**config.mk**
```make
export PLATFORM = sky130hd
export DESIGN_NAME = seg7_scan_decoder
export DESIGN_NICKNAME = d
export VERILOG_FILES = /design/src/rtl/seg7_scan_decoder.sv
export SDC_FILE = /design/constraint.sdc
export NUM_CORES = 1
export LEC_CHECK = 0
export BUFFER_PORTS_ARGS = -buffer_cell sky130_fd_sc_hd__buf_4
export CAP_MARGIN = 20
export CELL_PAD_IN_SITES_DETAIL_PLACEMENT = 0
export CELL_PAD_IN_SITES_GLOBAL_PLACEMENT = 2
export CORE_MARGIN = 3
export CORE_UTILIZATION = 36
export CTS_CLUSTER_DIAMETER = 30
export DETAILED_ROUTE_END_ITERATION = 8
export PLACE_DENSITY_LB_ADDON = 0.1
export SLEW_MARGIN = 15
export SYNTH_ARGS = -nofsm -noshare
export SYNTH_HDL_FRONTEND = slang
export SYNTH_SLANG_ARGS = --single-unit
```
**constraint.sdc**
```tcl
create_clock -name clk -period 2.3 [get_ports clk]
set_clock_uncertainty 0.1 [all_clocks]
set_input_delay 0.46 -clock clk [delete_from_list [all_inputs] [get_ports clk]]
set_output_delay 0.46 -clock clk [all_outputs]
set_load 0.005 [all_outputs]
```
**src/rtl/seg7_scan_decoder.sv**
```systemverilog
`default_nettype none
// +--------------------------------------------------------------------------+
// | seg7_scan_decoder: recovers BCD digit frames from a multiplexed active-  |
// | low 7-segment bus. Define SEG7_DEC_DP_EN to add decimal-point capture.   |
// | Revision: 1.0                                                            |
// +--------------------------------------------------------------------------+
module seg7_scan_decoder #(
  parameter int DIGITS        = 4,
  parameter int STABLE_CYCLES = 16
) (
  input  logic                clk,
  input  logic                rst_n,
  input  logic [6:0]          seg_in,
  input  logic [DIGITS-1:0]   an_in,
`ifdef SEG7_DEC_DP_EN
  input  logic                dp_in,
  output logic [DIGITS-1:0]   dp_out,
`endif
  output logic [4*DIGITS-1:0] bcd_out,
  output logic [DIGITS-1:0]   digit_err,
  output logic                frame_valid,
  input  logic                frame_ready,
  output logic                overrun
);

  localparam int CW = 8;

  typedef enum logic [1:0] {
    S_IDLE  = 2'd0,
    S_TRACK = 2'd1,
    S_HELD  = 2'd2
  } state_t;

`ifdef SEG7_DEC_DP_EN
  localparam int SW = DIGITS + 8;
  logic [SW-1:0] pins;
  assign pins = {an_in, seg_in, dp_in};
`else
  localparam int SW = DIGITS + 7;
  logic [SW-1:0] pins;
  assign pins = {an_in, seg_in};
`endif

  logic [SW-1:0]       sync1_q, sync1_d, sync2_q, sync2_d, prev_q, prev_d;
  state_t              state_q, state_d;
  logic [CW-1:0]       count_q, count_d;
  logic [DIGITS-1:0]   samp_sel, cap_mask;
  logic                samp_ok, samp_same, capture;
  logic [4:0]          cap_code;

  logic [DIGITS-1:0]   seen_q, seen_d;
  logic [4*DIGITS-1:0] work_bcd_q, work_bcd_d, bcd_out_q, bcd_out_d;
  logic [DIGITS-1:0]   work_err_q, work_err_d, digit_err_q, digit_err_d;
  logic                frame_valid_q, frame_valid_d, overrun_q, overrun_d;
  logic                seen_full, slot_free, load;
`ifdef SEG7_DEC_DP_EN
  logic [DIGITS-1:0]   work_dp_q, work_dp_d, dp_out_q, dp_out_d;
`endif

  // {err, bcd} for one active-low a..g pattern
  function automatic logic [4:0] decode(input logic [6:0] s);
    case (s)
      7'b0000001: decode = 5'h00;
      7'b1001111: decode = 5'h01;
      7'b0010010: decode = 5'h02;
      7'b0000110: decode = 5'h03;
      7'b1001100: decode = 5'h04;
      7'b0100100: decode = 5'h05;
      7'b0100000: decode = 5'h06;
      7'b0001111: decode = 5'h07;
      7'b0000000: decode = 5'h08;
      7'b0000100: decode = 5'h09;
      7'b1111111: decode = 5'h0F;
      default:    decode = 5'h1E;
    endcase
  endfunction

  assign samp_sel  = ~sync2_q[SW-1 -: DIGITS];
  assign samp_ok   = (samp_sel != '0) && ((samp_sel & (samp_sel - DIGITS'(1))) == '0);
  assign samp_same = (sync2_q == prev_q);
  // prev_q still holds the stable pattern on the capture cycle
  assign cap_mask  = ~prev_q[SW-1 -: DIGITS];
  assign cap_code  = decode(prev_q[SW-DIGITS-1 -: 7]);

  always_comb begin
    sync1_d = pins;
    sync2_d = sync1_q;
    prev_d  = sync2_q;
    state_d = state_q;
    count_d = count_q;
    capture = 1'b0;
    case (state_q)
      S_IDLE: begin
        if (samp_ok) begin
          state_d = S_TRACK;
          count_d = '0;
        end
      end
      S_TRACK: begin
        if (count_q == CW'(STABLE_CYCLES - 1)) begin
          capture = 1'b1;
          if (!samp_ok)      state_d = S_IDLE;
          else if (samp_same) state_d = S_HELD;
          else               count_d = '0;
        end else if (!samp_ok) begin
          state_d = S_IDLE;
        end else if (samp_same) begin
          count_d = count_q + CW'(1);
        end else begin
          count_d = '0;
        end
      end
      S_HELD: begin
        if (!samp_ok) begin
          state_d = S_IDLE;
        end else if (!samp_same) begin
          state_d = S_TRACK;
          count_d = '0;
        end
      end
      default: state_d = S_IDLE;
    endcase
  end

  assign seen_full = &seen_q;
  assign slot_free = !frame_valid_q || frame_ready;
  assign load      = seen_full && slot_free;

  always_comb begin
    seen_d        = load ? '0 : seen_q;
    work_bcd_d    = work_bcd_q;
    work_err_d    = work_err_q;
    bcd_out_d     = bcd_out_q;
    digit_err_d   = digit_err_q;
    frame_valid_d = frame_valid_q;
    overrun_d     = overrun_q;
`ifdef SEG7_DEC_DP_EN
    work_dp_d     = work_dp_q;
    dp_out_d      = dp_out_q;
`endif
    // the frame is copied from work before this cycle's capture lands
    if (load) begin
      bcd_out_d     = work_bcd_q;
      digit_err_d   = work_err_q;
      frame_valid_d = 1'b1;
`ifdef SEG7_DEC_DP_EN
      dp_out_d      = work_dp_q;
`endif
    end else if (frame_valid_q && frame_ready) begin
      frame_valid_d = 1'b0;
    end
    if (capture && seen_full && !slot_free) overrun_d = 1'b1;
    for (int i = 0; i < DIGITS; i++) begin
      if (capture && cap_mask[i]) begin
        work_bcd_d[4*i +: 4] = cap_code[3:0];
        work_err_d[i]        = cap_code[4];
        seen_d[i]            = 1'b1;
`ifdef SEG7_DEC_DP_EN
        work_dp_d[i]         = ~prev_q[0];
`endif
      end
    end
  end

  always_ff @(posedge clk) begin
    if (!rst_n) begin
      sync1_q       <= '1;
      sync2_q       <= '1;
      prev_q        <= '1;
      state_q       <= S_IDLE;
      count_q       <= '0;
      seen_q        <= '0;
      work_bcd_q    <= {DIGITS{4'hF}};
      work_err_q    <= '0;
      bcd_out_q     <= {DIGITS{4'hF}};
      digit_err_q   <= '0;
      frame_valid_q <= 1'b0;
      overrun_q     <= 1'b0;
`ifdef SEG7_DEC_DP_EN
      work_dp_q     <= '0;
      dp_out_q      <= '0;
`endif
    end else begin
      sync1_q       <= sync1_d;
      sync2_q       <= sync2_d;
      prev_q        <= prev_d;
      state_q       <= state_d;
      count_q       <= count_d;
      seen_q        <= seen_d;
      work_bcd_q    <= work_bcd_d;
      work_err_q    <= work_err_d;
      bcd_out_q     <= bcd_out_d;
      digit_err_q   <= digit_err_d;
      frame_valid_q <= frame_valid_d;
      overrun_q     <= overrun_d;
`ifdef SEG7_DEC_DP_EN
      work_dp_q     <= work_dp_d;
      dp_out_q      <= dp_out_d;
`endif
    end
  end

  assign bcd_out     = bcd_out_q;
  assign digit_err   = digit_err_q;
  assign frame_valid = frame_valid_q;
  assign overrun     = overrun_q;
`ifdef SEG7_DEC_DP_EN
  assign dp_out      = dp_out_q;
`endif

endmodule
`default_nettype wire
```
==> results_dict.tcl <==
set metrics [dict create \
    cap_violations 0 \
    cp.required_ps 2480 \
    fillers 940 \
    grt_max_degree 35 \
    period_share_pct 91.5 \
    ys.warnings.count 0 \
    drive_gt1_share_pct 16.2 \
    power_density_nw_per_um2 716 \
    grt-ovfl-total 0 \
    die_h_um 105 \
    place.gp.congestion 0.826 \
    rsz0062_at_grt "false" \
    io_pins 36 \
    clk_path_buf_depth 2 \
    numCtsBuffers 9 \
    grt_antenna_before_repair 0 \
    dpl.hpwl_um 5110 \
    wl_per_cell_um 12.9 \
    relSlewSlack_pct 67.2 \
    setup_viol 0 \
    htree_levels 3 \
    fin_setup_tns_ps 0 \
    end_kind "flip-flop" \
    synth_cell_type_count 53 \
    fin_crit_ps 2100 \
    synth-async-reset-ratio_pct 0 \
    ys_top_cells_by_area "dfxtp_1 (50%), nand2b_1 (7.1%), nand2_1 (6.8%)" \
    grt_pass1_vias 2498 \
    root_buffer "clkbuf_8" \
    final_util_pct 43.8 \
    hold_viol_final 0 \
    worst_pin_slew_ps 485 \
    netlist_area_sq_um 3540 \
    outcome "finished, final reports clean" \
    syn_to_final_growth_pct 16.4 \
    critPathMaxFanout 6 \
    die_x_um 105 \
    synth_nets 414 \
    slew_viol_final 0 \
    layout_setup_ws_ps 196 \
    cts_sinks 89 \
    initial_core_util_pct 37.6 \
    routed_wirelength_um 7260 \
    finalPower_w 0.00295 \
    clock_latency_ps 360 \
    leakage_nw 1.62 \
    ys_top_cells_by_count "dfxtp_1 (89), nand2_1 (64), nand2b_1 (40)" \
    synthFlopType "dfxtp_1" \
    vias_per_cell 4.84 \
    synth_edf_count 0 \
    core_region_area_sq_um 9420 \
    antennaDiodeCount 0 \
    grt_pass1_wl_um 12300 \
    post-place-ws_ps 120 \
    synth_top_cell_area_share_pct 50.3 \
    peakVddDrop_uv 361 \
    postSynthAreaPerCell_sq_um 8.96 \
    via_count 2715 \
    synth_top_area_cell "dfxtp_1" \
    fin_nets 446 \
    yosys_register_bits 89 \
    arrival_ps 2280 \
    yosysSeqAreaShare_pct 50.3 \
    drt.antenna.violating_nets 0 \
    synth_cells 395 \
    crit_path_top_delay_cell "or4_1" \
    drt_iter0_markers 129 \
    dieArea_sq_um 11100 \
    drc_errors 0 \
    fmax_ghz 0.475 \
    crit_chain "ha_1 > and4b_1 > a21bo_2 > or4_1 > nor2_2 > o21ai_1 > o21ai_0" \
    slowest_delay_ps 480 \
    path_class "flip-flop to flip-flop" \
    rows 35 \
    yosysMostFrequentCell "dfxtp_1" \
    post-cts-setup-buffer-count 0 \
    grtUsageTotal_pct 13.7 \
    hold_buffers 0 \
    ctsResizeCount 0 \
    io_buffers 35 \
    clkTransAtPathRegs_ps 100 \
    dr.pass1.iters 4 \
    cts_tree "done" \
    start_kind "flip-flop" \
    hold_class "input port to flip-flop" \
]
## power by group
part / switching, W / internal (W) / leakage, nW
registers: 0.0000221 / 0.00157 / 0.725
logic: 0.000143 / 0.000104 / 0.797
clock network: 0.000570 / 0.000543 / 0.103
## sequential cells by signal, summed over array words and instances, names as in the netlist, 2 cells and up
name,cells
count_q,8
digit_err,4
seen_q,4
sync1_q,11
prev_d,11
work_err_q,4
prev_q,11
work_bcd_q,16
bcd_out,16
state_q,2
## cells by family after synthesis
logic type,share of synthesized area (%)
compound gates,12.3
xor+xnor,3.89
fa+ha+maj,1.77
buf+inv,3.89
flops,50.3
mux,0.565
simple gates,27.3
## worst max-delay path: cells and delay by family (launching register included)
kind / cells / cell delay (ps)
fa+ha+maj: 1 / 240
simple gates: 3 / 920
flops: 1 / 360
compound gates: 3 / 410
## per-layer routing
layer	GRT usage [%]	vias up	wire length (um)	part of all wire (%)
li1	-	1413	-	-
met2	21.3	64	3230	44
met5	0	-	0	0
met1	18.3	1226	3590	50
met4	4.22	0	104	1.4
met3	4.08	12	332	4.6
## path summary, 6_finish.rpt
path	from	end	slack (ps)	cells after the start
max reg2reg	count_q[0]$_SDFFE_PN0P_	count_q[4]$_SDFFE_PN0P_	200	7
min reg2reg	sync1_q[4]$_SDFF_PN1_	prev_d[4]$_SDFF_PN1_	310	1
min	seg_in[5]	sync1_q[5]$_SDFF_PN1_	170	2
max	count_q[0]$_SDFFE_PN0P_	count_q[4]$_SDFFE_PN0P_	200	7
## per-stage QoR
| stage | cells | area, sq um | hold slack [ps] |
|---|---|---|---|
| after floorplan | 395 | 3540 | 286 |
| after global placement | 545 | 3910 | 289 |
| after detailed placement | 545 | 3910 | 292 |
| after CTS | 561 | 4120 | 151 |
| after global routing | 561 | 4120 | 155 |
| final | 561 | 4120 | 171 |
## layout make-up
class,instances,area (sq um),area share [%]
clock buffer,10,138,3.34
sequential,89,1780,43.2
clock inverter,6,72.6,1.76
tap,129,161,3.92
multi-input combinational,276,1630,39.5
inverter,11,41.3,1.00
timing repair buffer,40,300,7.28
## layout by cell type (no fill, tap or decap), types with 3 or more instances in the layout
cell / netlist / final
o211ai_1: 5 / 5
ha_1: 5 / 5
nor3_1: 14 / 14
nor2_1: 10 / 10
nand2b_1: 40 / 40
or3_1: 3 / 3
buf_4: 0 / 40
inv_1: 11 / 11
dfxtp_1: 89 / 88
o21ai_1: 5 / 5
clkbuf_8: 0 / 10
nand2_1: 64 / 64
a21oi_1: 28 / 28
xor2_1: 10 / 10
a211oi_1: 3 / 3
o21ai_0: 11 / 11
nand3_1: 30 / 30
(Power assumes the default switching activity.)
